===== src/rtl/rot_cordic_pkg.sv =====
// Shared constants for the CORDIC rotator lanes: default data width and the
// shift/sign table of the gain-compensation multiplier K = 0.607421875.
package rot_cordic_pkg;

    // Default lane data width (two's complement).
    localparam int WIDTH_DEF = 18;

    // K = 2^-1 + 2^-3 - 2^-6 - 2^-9, expressed as four shifted terms.
    localparam int GAIN_TERMS = 4;
    localparam int GAIN_SHIFT [0:GAIN_TERMS-1] = '{1, 3, 6, 9};

    // Bit i set means term i is subtracted rather than added.
    localparam logic [GAIN_TERMS-1:0] GAIN_NEG = 4'b1100;

endpackage


===== src/rtl/rot_cordic_gain_scale.sv =====
// Combinational multiply by the CORDIC gain constant K = 0.607421875 using
// arithmetic (flooring) right shifts. Terms are summed at WIDTH bits; since
// K < 1 the magnitude of the output never exceeds the input, so no
// saturation is needed here.
module rot_cordic_gain_scale
    import rot_cordic_pkg::*;
#(
    parameter int WIDTH = WIDTH_DEF
) (
    input  logic [WIDTH-1:0] data_in,
    output logic [WIDTH-1:0] data_out
);

    logic signed [WIDTH-1:0] data_s;
    logic signed [WIDTH-1:0] term_s;
    logic signed [WIDTH-1:0] acc_s;

    assign data_s = $signed(data_in);

    // Accumulate the signed shifted terms of K.
    always_comb begin
        acc_s  = '0;
        term_s = '0;
        for (int i = 0; i < GAIN_TERMS; i++) begin
            term_s = data_s >>> GAIN_SHIFT[i];
            if (GAIN_NEG[i]) begin
                acc_s = acc_s - term_s;
            end else begin
                acc_s = acc_s + term_s;
            end
        end
    end

    assign data_out = acc_s;

endmodule


===== src/rtl/rot_cordic_lane.sv =====
// One coordinate lane of the iterative CORDIC rotator: clock-enabled state
// register (init load or feedback), add/sub against an external operand, and
// a gain-compensation scaler on the add/sub result.
// Optional build macro ROT_CORDIC_SAT_EN: the add/sub result saturates to the
// signed range instead of wrapping; the saturated value feeds both the state
// register and the scaler.
module rot_cordic_lane
    import rot_cordic_pkg::*;
#(
    parameter int WIDTH = WIDTH_DEF
) (
    input  logic             clk,
    input  logic             rst_n,
    input  logic             ce,
    input  logic             sel,
    input  logic             add,
    input  logic [WIDTH-1:0] init_in,
    input  logic [WIDTH-1:0] operand_in,
    output logic [WIDTH-1:0] state_out,
    output logic             sign_out,
    output logic [WIDTH-1:0] result_out,
    output logic [WIDTH-1:0] scaled_out
);

    logic [WIDTH-1:0] state_r;
    logic [WIDTH-1:0] sum_s;
    logic [WIDTH-1:0] result_s;
    logic [WIDTH-1:0] next_state_s;

    // Modular add or subtract of the operand against the current state.
    always_comb begin
        sum_s = '0;
        if (add) begin
            sum_s = state_r + operand_in;
        end else begin
            sum_s = state_r - operand_in;
        end
    end

`ifdef ROT_CORDIC_SAT_EN
    logic ovf_pos_s;
    logic ovf_neg_s;

    // Clamp the result to the signed range when the add/sub overflowed.
    always_comb begin
        ovf_pos_s = 1'b0;
        ovf_neg_s = 1'b0;
        result_s  = sum_s;
        if (add) begin
            ovf_pos_s = !state_r[WIDTH-1] && !operand_in[WIDTH-1] &&  sum_s[WIDTH-1];
            ovf_neg_s =  state_r[WIDTH-1] &&  operand_in[WIDTH-1] && !sum_s[WIDTH-1];
        end else begin
            ovf_pos_s = !state_r[WIDTH-1] &&  operand_in[WIDTH-1] &&  sum_s[WIDTH-1];
            ovf_neg_s =  state_r[WIDTH-1] && !operand_in[WIDTH-1] && !sum_s[WIDTH-1];
        end
        if (ovf_pos_s) begin
            result_s = {1'b0, {(WIDTH-1){1'b1}}};
        end else if (ovf_neg_s) begin
            result_s = {1'b1, {(WIDTH-1){1'b0}}};
        end else begin
            result_s = sum_s;
        end
    end
`else
    // Wrap modulo 2^WIDTH: the raw sum is the result.
    always_comb begin
        result_s = sum_s;
    end
`endif

    // Select the value the state register loads on an enabled edge.
    always_comb begin
        next_state_s = state_r;
        if (sel) begin
            next_state_s = result_s;
        end else begin
            next_state_s = init_in;
        end
    end

    // State register: async clear, loads only when ce is high.
    always_ff @(posedge clk or negedge rst_n) begin
        if (!rst_n) begin
            state_r <= '0;
        end else if (ce) begin
            state_r <= next_state_s;
        end else begin
            state_r <= state_r;
        end
    end

    rot_cordic_gain_scale #(
        .WIDTH (WIDTH)
    ) u_gain_scale (
        .data_in  (result_s),
        .data_out (scaled_out)
    );

    assign state_out  = state_r;
    assign sign_out   = state_r[WIDTH-1];
    assign result_out = result_s;

endmodule


===== config.mk =====
export PLATFORM = sky130hd
export DESIGN_NAME = rot_cordic_lane
export DESIGN_NICKNAME = d
export VERILOG_FILES = /design/src/rtl/rot_cordic_pkg.sv /design/src/rtl/rot_cordic_gain_scale.sv /design/src/rtl/rot_cordic_lane.sv
export SDC_FILE = /design/constraint.sdc
export NUM_CORES = 1
export LEC_CHECK = 0
export CAP_MARGIN = 20
export CORE_UTILIZATION = 50
export DETAILED_ROUTE_END_ITERATION = 10
export PLACE_DENSITY = 0.89
export SETUP_SLACK_MARGIN = 0.02
export SLEW_MARGIN = 15
export SYNTH_ARGS = -nofsm -noshare
export SYNTH_HDL_FRONTEND = slang
export SYNTH_HIERARCHICAL = 1
export SYNTH_SLANG_ARGS = --single-unit

===== constraint.sdc =====
create_clock -name clk -period 22.2 [get_ports clk]
set_input_delay 4.44 -clock clk [delete_from_list [all_inputs] [get_ports clk]]
set_output_delay 4.44 -clock clk [all_outputs]
set_load 0.005 [all_outputs]

==> flow_summary.toml <==
[outcome]
status = "completed"

[clocking]
cts_max_level = 1
holdBufCountCts = 0
insertion_delay_ns = 0.26
cts.sinks = 18
postCtsSetupRepairBufs = 0
clockBufferDepth = 2
cts_buffers = 3
cts-resized-gates = 0
tritoncts = "yes"
clkSlewWorstSetupHoldPaths_ns = 0.07
cts_root_buffer = "clkbuf_8"

[yosys]
yosysSeqAreaShare = 0.125
ys_ff_latch = 18
synth.area.top_cells = "fa_1 (14%), ha_1 (14%), dfrtp_1 (13%), a21oi_1 (7.0%), inv_1 (6.5%)"
syn_inst = 428
synth-edff-count = 0
synth_nets = 535
ys_async_sr_fraction = 1.00
avgSynthCellArea_um2 = 8.40
synth_area_um2 = 3590
synth.distinct_cells = 61
ys.flop_type = "dfrtp_1"
synth_common_cells = "inv_1 (62), a21oi_1 (50), ha_1 (40)"
yosys_warnings = 6
synth_largest_area_cell = "fa_1"
synthDominantCellAreaShare = 0.145
synth_most_common_cell = "inv_1"

[timing]
final.period_utilization = 0.695
drv_slew = 0
layout_setup_ws_ns = 6.77
tightest_slew_ns = 0.841
timing.fmax_mhz = 64.8
fin_crit_ns = 15.43
tns_ns = 0
fin_skew_ns = 0.00267
setup_viol_count_final = 0
slew_headroom = 0.438
finalHoldViolations = 0
rsz0062_at_grt = "no"

[cells_and_area]
diodes = 0
utilization = 0.684
final-seq-area_um2 = 450
multi_input_area_um2 = 2870
drive_gt1_frac = 0.0615
synthToLayoutAreaGrowth_pct = 30.8
largest_reg_flops = 18
layout.nets = 628
fillers = 531

[floorplanning]
chipWidth_um = 86.8
die_area_um2 = 7530
pin_count = 96
core_um2 = 6870
die_y_um = 86.8
rows = 30
start_util = 0.523

[global_routing]
grt_pass1_wl_um = 15300
grt_use_total = 0.258
antenna_found_initial = 0
grt_max_degree = 39
grt_pass1_vias = 3265
grt-ovfl-total = 0

[min_path]
holdCritPathClass = "flip-flop to flip-flop"

[worst_setup_path]
cp.arrival_ns = 10.99
path_max_fanout = 11
worstSetupPathType = "input port to output pin"
required_ns = 17.76
crit_path_end_kind = "output pin"
critPathLaunchType = "input port"

[placement]
dp_hpwl_um = 7720
gp_congestion = 0.863
io_buffers = 95
dp_slack_ns = 6.52

[routing]
initialDrtViolationCount = 134
viasPerCell = 5.27
wirelength_um = 9220
firstDrtPassIters = 4
vias = 3246
drc = 0
post_drt_wl_per_cell_um = 15.0
ant_nets = 0

[flow_run]
max_cap_violations = 0
## cell type report
class | count | area share
timing repair buffer | 97 | 0.207
tap | 96 | 0.0256
inverter | 62 | 0.0495
sequential | 18 | 0.0958
multi-input combinational | 339 | 0.610
clock buffer | 4 | 0.0117
## routing by layer
| layer | GRT usage | part of all wire | vias up |
|---|---|---|---|
| met5 | 0 | 0 | - |
| met4 | 0.0894 | 0.021 | 0 |
| met3 | 0.0143 | 0.027 | 15 |
| met2 | 0.446 | 0.49 | 80 |
| met1 | 0.345 | 0.46 | 1518 |
| li1 | - | - | 1633 |
## placed cells by master, fill, tap and decap left out, types with 2 or more instances in the layout
cell	instances
a211oi_1	2
a21o_1	6
a21oi_1	50
a21oi_2	3
a221oi_1	2
a31oi_1	4
a31oi_4	2
and3_2	2
clkbuf_8	4
clkdlybuf4s50_1	95
dfrtp_1	18
fa_1	26
ha_1	40
inv_1	62
mux2i_1	17
nand2_1	20
nand2b_1	4
nand3_1	8
nand3b_1	2
nand4_1	2
nor2_1	37
nor3_1	8
nor4_1	2
o21a_1	4
o21ai_0	6
o21ai_1	9
o21bai_1	4
o22ai_1	2
or2_2	3
xnor2_1	25
xor2_1	20
## stage by stage
stage / hold WS (ns) / cells / instance area (µm²)
2_1_floorplan: 0.509 / 428 / 3590
3_3_place_gp: 0.540 / 611 / 4620
3_5_place_dp: 0.545 / 611 / 4620
4_1_cts: 0.565 / 615 / 4680
5_1_grt: 0.593 / 616 / 4700
6_report: 0.560 / 616 / 4700
## worst paths after layout
path / from / end / slack, ns / cells after the start
setup reg to reg: state_out[1] / state_out[17] / 19.35 / 8
min in group asynchronous: rst_n / state_out[2] / 4.66 / 1
hold reg to reg: state_out[0] / state_out[0] / 0.56 / 2
setup / recovery: operand_in[3] / scaled_out[15] / 6.77 / 24
max in group asynchronous: rst_n / state_out[9] / 17.03 / 1
hold / removal: state_out[0] / state_out[0] / 0.56 / 2
## cell families after synthesis
group,count (synthesis),share of synthesized area
AOI/OAI and AO/OA,109,0.208
xor gates and xnor gates,47,0.117
adders and majority gates,66,0.284
buffers and inverters,71,0.0787
DFF,18,0.125
muxes,18,0.0505
and+or+nand+nor,99,0.136
## critical path: stages
cell and delay, ns:
clkdlybuf4s50_1 0.52, nor4_4 0.36, and3b_1 0.25, nand2_1 0.09, nor4_1 0.27, a21oi_1 0.14
xor2_1 0.17, ha_1 0.38, a21o_1 0.19, a21o_1 0.18, a221oi_1 0.28, o21ai_1 0.14
xnor2_2 0.57, fa_1 0.55, fa_1 0.51, inv_1 0.04, ha_1 0.35, a21oi_1 0.21
o21ai_1 0.11, a21oi_1 0.20, o21a_1 0.22, a2bb2oi_1 0.18, o31a_1 0.15, clkdlybuf4s50_1 0.49
Power is left out: the tool's default activity adds up to more than one toggle a clock period on the data nets, which glitch-free logic cannot reach.
==> patch, RTL diff (same flow settings) <==
Add a define of `ROT_CORDIC_SAT_EN`.
--- a/src/rtl/rot_cordic_lane.sv
+++ b/src/rtl/rot_cordic_lane.sv
@@ -4,6 +4,8 @@
 // Optional build macro ROT_CORDIC_SAT_EN: the add/sub result saturates to the
 // signed range instead of wrapping; the saturated value feeds both the state
 // register and the scaler.
+`define ROT_CORDIC_SAT_EN
+
 module rot_cordic_lane
     import rot_cordic_pkg::*;
 #(
Behaviour: not the same (a bounded check fails within 4 cycles, from zero or initial values and one cycle with rst_n low).
==> patch against the original RTL <==
Sequential share of layout area shrank 0.43 points; final area grew 4.7%; core utilization shrank 1.3 points; area after synthesis grew 7.0%; routed wire length grew 17%; register-to-register slack lost 0.34 ns; sequential cell count is the same; setup slack lost 0.70 ns; clock skew shrank 0.0017 ns; synthesized cell count grew 14%; largest cell class unchanged.
Power is left out: the tool's default activity adds up to more than one toggle a clock period on the data nets, which glitch-free logic cannot reach.
==> patch: results (changes against the original RTL) <==
outcome: "completed"
synthAdderAreaFrac: 0.266  # -0.0186
gp_congestion: 0.853  # -1.1%
grt_usage: 0.280  # +0.0220
r2r_start: "state_out[14]"
ctsResizeCount: 0  # unchanged
numCtsBuffers: 3  # unchanged
synth_common_cells: "inv_1, nor2_1, a21oi_1, nand2_1, ha_1"
antenna_found_initial: 0  # unchanged
final_nets: 687  # +9.4%
routed_wl_mm: 10.8  # +17%
slowest_stage: "clkdlybuf4s50_1"
drtPass1Iterations: 5  # +1
synth.area.mux_share: 0.00293  # -0.0476
dp_hpwl_mm: 9.06  # +17%
root_buffer: "clkbuf_8"
fin_cells: 677  # +9.9%
netlist_instances: 490  # +14%
startpoint: "operand_in[0]"
clkTransAtPathRegs_ns: 0.07  # about the same
grt_pass1_vias: 3755  # +15%
ys_warn_count: 6  # unchanged
clockBufferDepth: 2  # unchanged
largest_reg_flops: 18  # unchanged
cpPeakStageDelay_ns: 0.52  # -0.05 ns
grt_pass1_wl_mm: 17.3  # +13%
finalSetupTns_ns: 0  # unchanged
synth_cell_types: 57  # -6.6%
synth-xor-area-share: 0.112  # -0.00503
io_buffer_count: 95  # unchanged
synthFlopType: "dfrtp_1"
drt_first_iter_violations: 305  # +130%
syn-num-nets: 597  # +12%
clk_latency_ns: 0.27
fin_worst_skew_ns: 0.00100  # -0.00167 ns
ys_seq_area_frac: 0.117  # -0.00820
dp.cells: 674  # +10%
reg2reg_to: "state_out[15]"
htree_levels: 1  # unchanged
crit_arrival_ns: 11.69  # +0.70 ns
drive_gt1_frac: 0.0588  # -0.00271
via_count: 3866  # +19%
async_reset_ff_frac: 1.00  # unchanged
endpoint: "scaled_out[16]"
post_cts_buffers: 0  # unchanged
tightest_slew_ns: 0.951  # +0.110 ns
path_max_fanout: 12  # +1
synth_area_leaders: "fa_1, ha_1, dfrtp_1"
hold_path_class: "reg -> reg"
grt_start_max_net_pins: 38  # -2.6%
rrSetupSlack_ns: 19.01  # -0.34 ns
synth_compound_area_frac: 0.252  # +0.0433
rr_worst_depth: 9  # +1
antennaDiodeCount: 0  # unchanged
==> patch: critical path: cells and delay by family <==
| kind | cells | cell delay [ns] |
|---|---|---|
| simple gates | 4 | 0.99 |
| compound gates | 11 | 2.14 |
| fa+ha+maj | 6 | 1.95 |
| buf+inv | 8 | 1.68 |
| xor+xnor | 3 | 0.50 |
==> patch: area by class of cell <==
class                           instances  area [um^2]
Multi-Input combinational cell        396         3100
Fill cell                             586         2410
Timing Repair Buffer                   98          973
Sequential cell                        18          450
Inverter                               63          236
Tap cell                               99          124
Clock buffer                            3         41.3
==> patch: cells by family after synthesis <==
group           after synthesis
compound gates              137
xor+xnor                     46
fa+ha+maj                    66
buf+inv                      76
flops                        18
mux                           1
simple gates                146
==> patch: metal layers <==
| metal | part of all wire | routed length, um | global-route usage |
|---|---|---|---|
| met5 | 0 | 0 | 0 |
| met4 | 0.0079 | 85 | 0.0649 |
| met3 | 0.072 | 777 | 0.0302 |
| met2 | 0.52 | 5570 | 0.528 |
| met1 | 0.40 | 4340 | 0.341 |
==> patch: how the worst min path moves through the flow <==
stage / from / endpoint / slack [ns] / cells after the start
final: state_out[15] / state_out[15] / 0.59 / 2
after global routing: state_out[13] / state_out[13] / 0.65 / 2
after CTS: state_out[15] / state_out[15] / 0.59 / 2
after detailed placement: state_out[15] / state_out[15] / 0.58 / 2
after global placement: state_out[15] / state_out[15] / 0.56 / 2
after floorplan: state_out[13] / state_out[13] / 0.56 / 2
==> patch: through the flow <==
step | cell area (um^2) | hold WS [ns] | setup WS, ns
2_1_floorplan | 3840 | 0.564 | 7.60
3_3_place_gp | 4880 | 0.562 | 6.26
3_5_place_dp | 4880 | 0.579 | 6.11
4_1_cts | 4920 | 0.590 | 6.07
5_1_grt | 4920 | 0.645 | 5.58
6_report | 4920 | 0.594 | 6.07
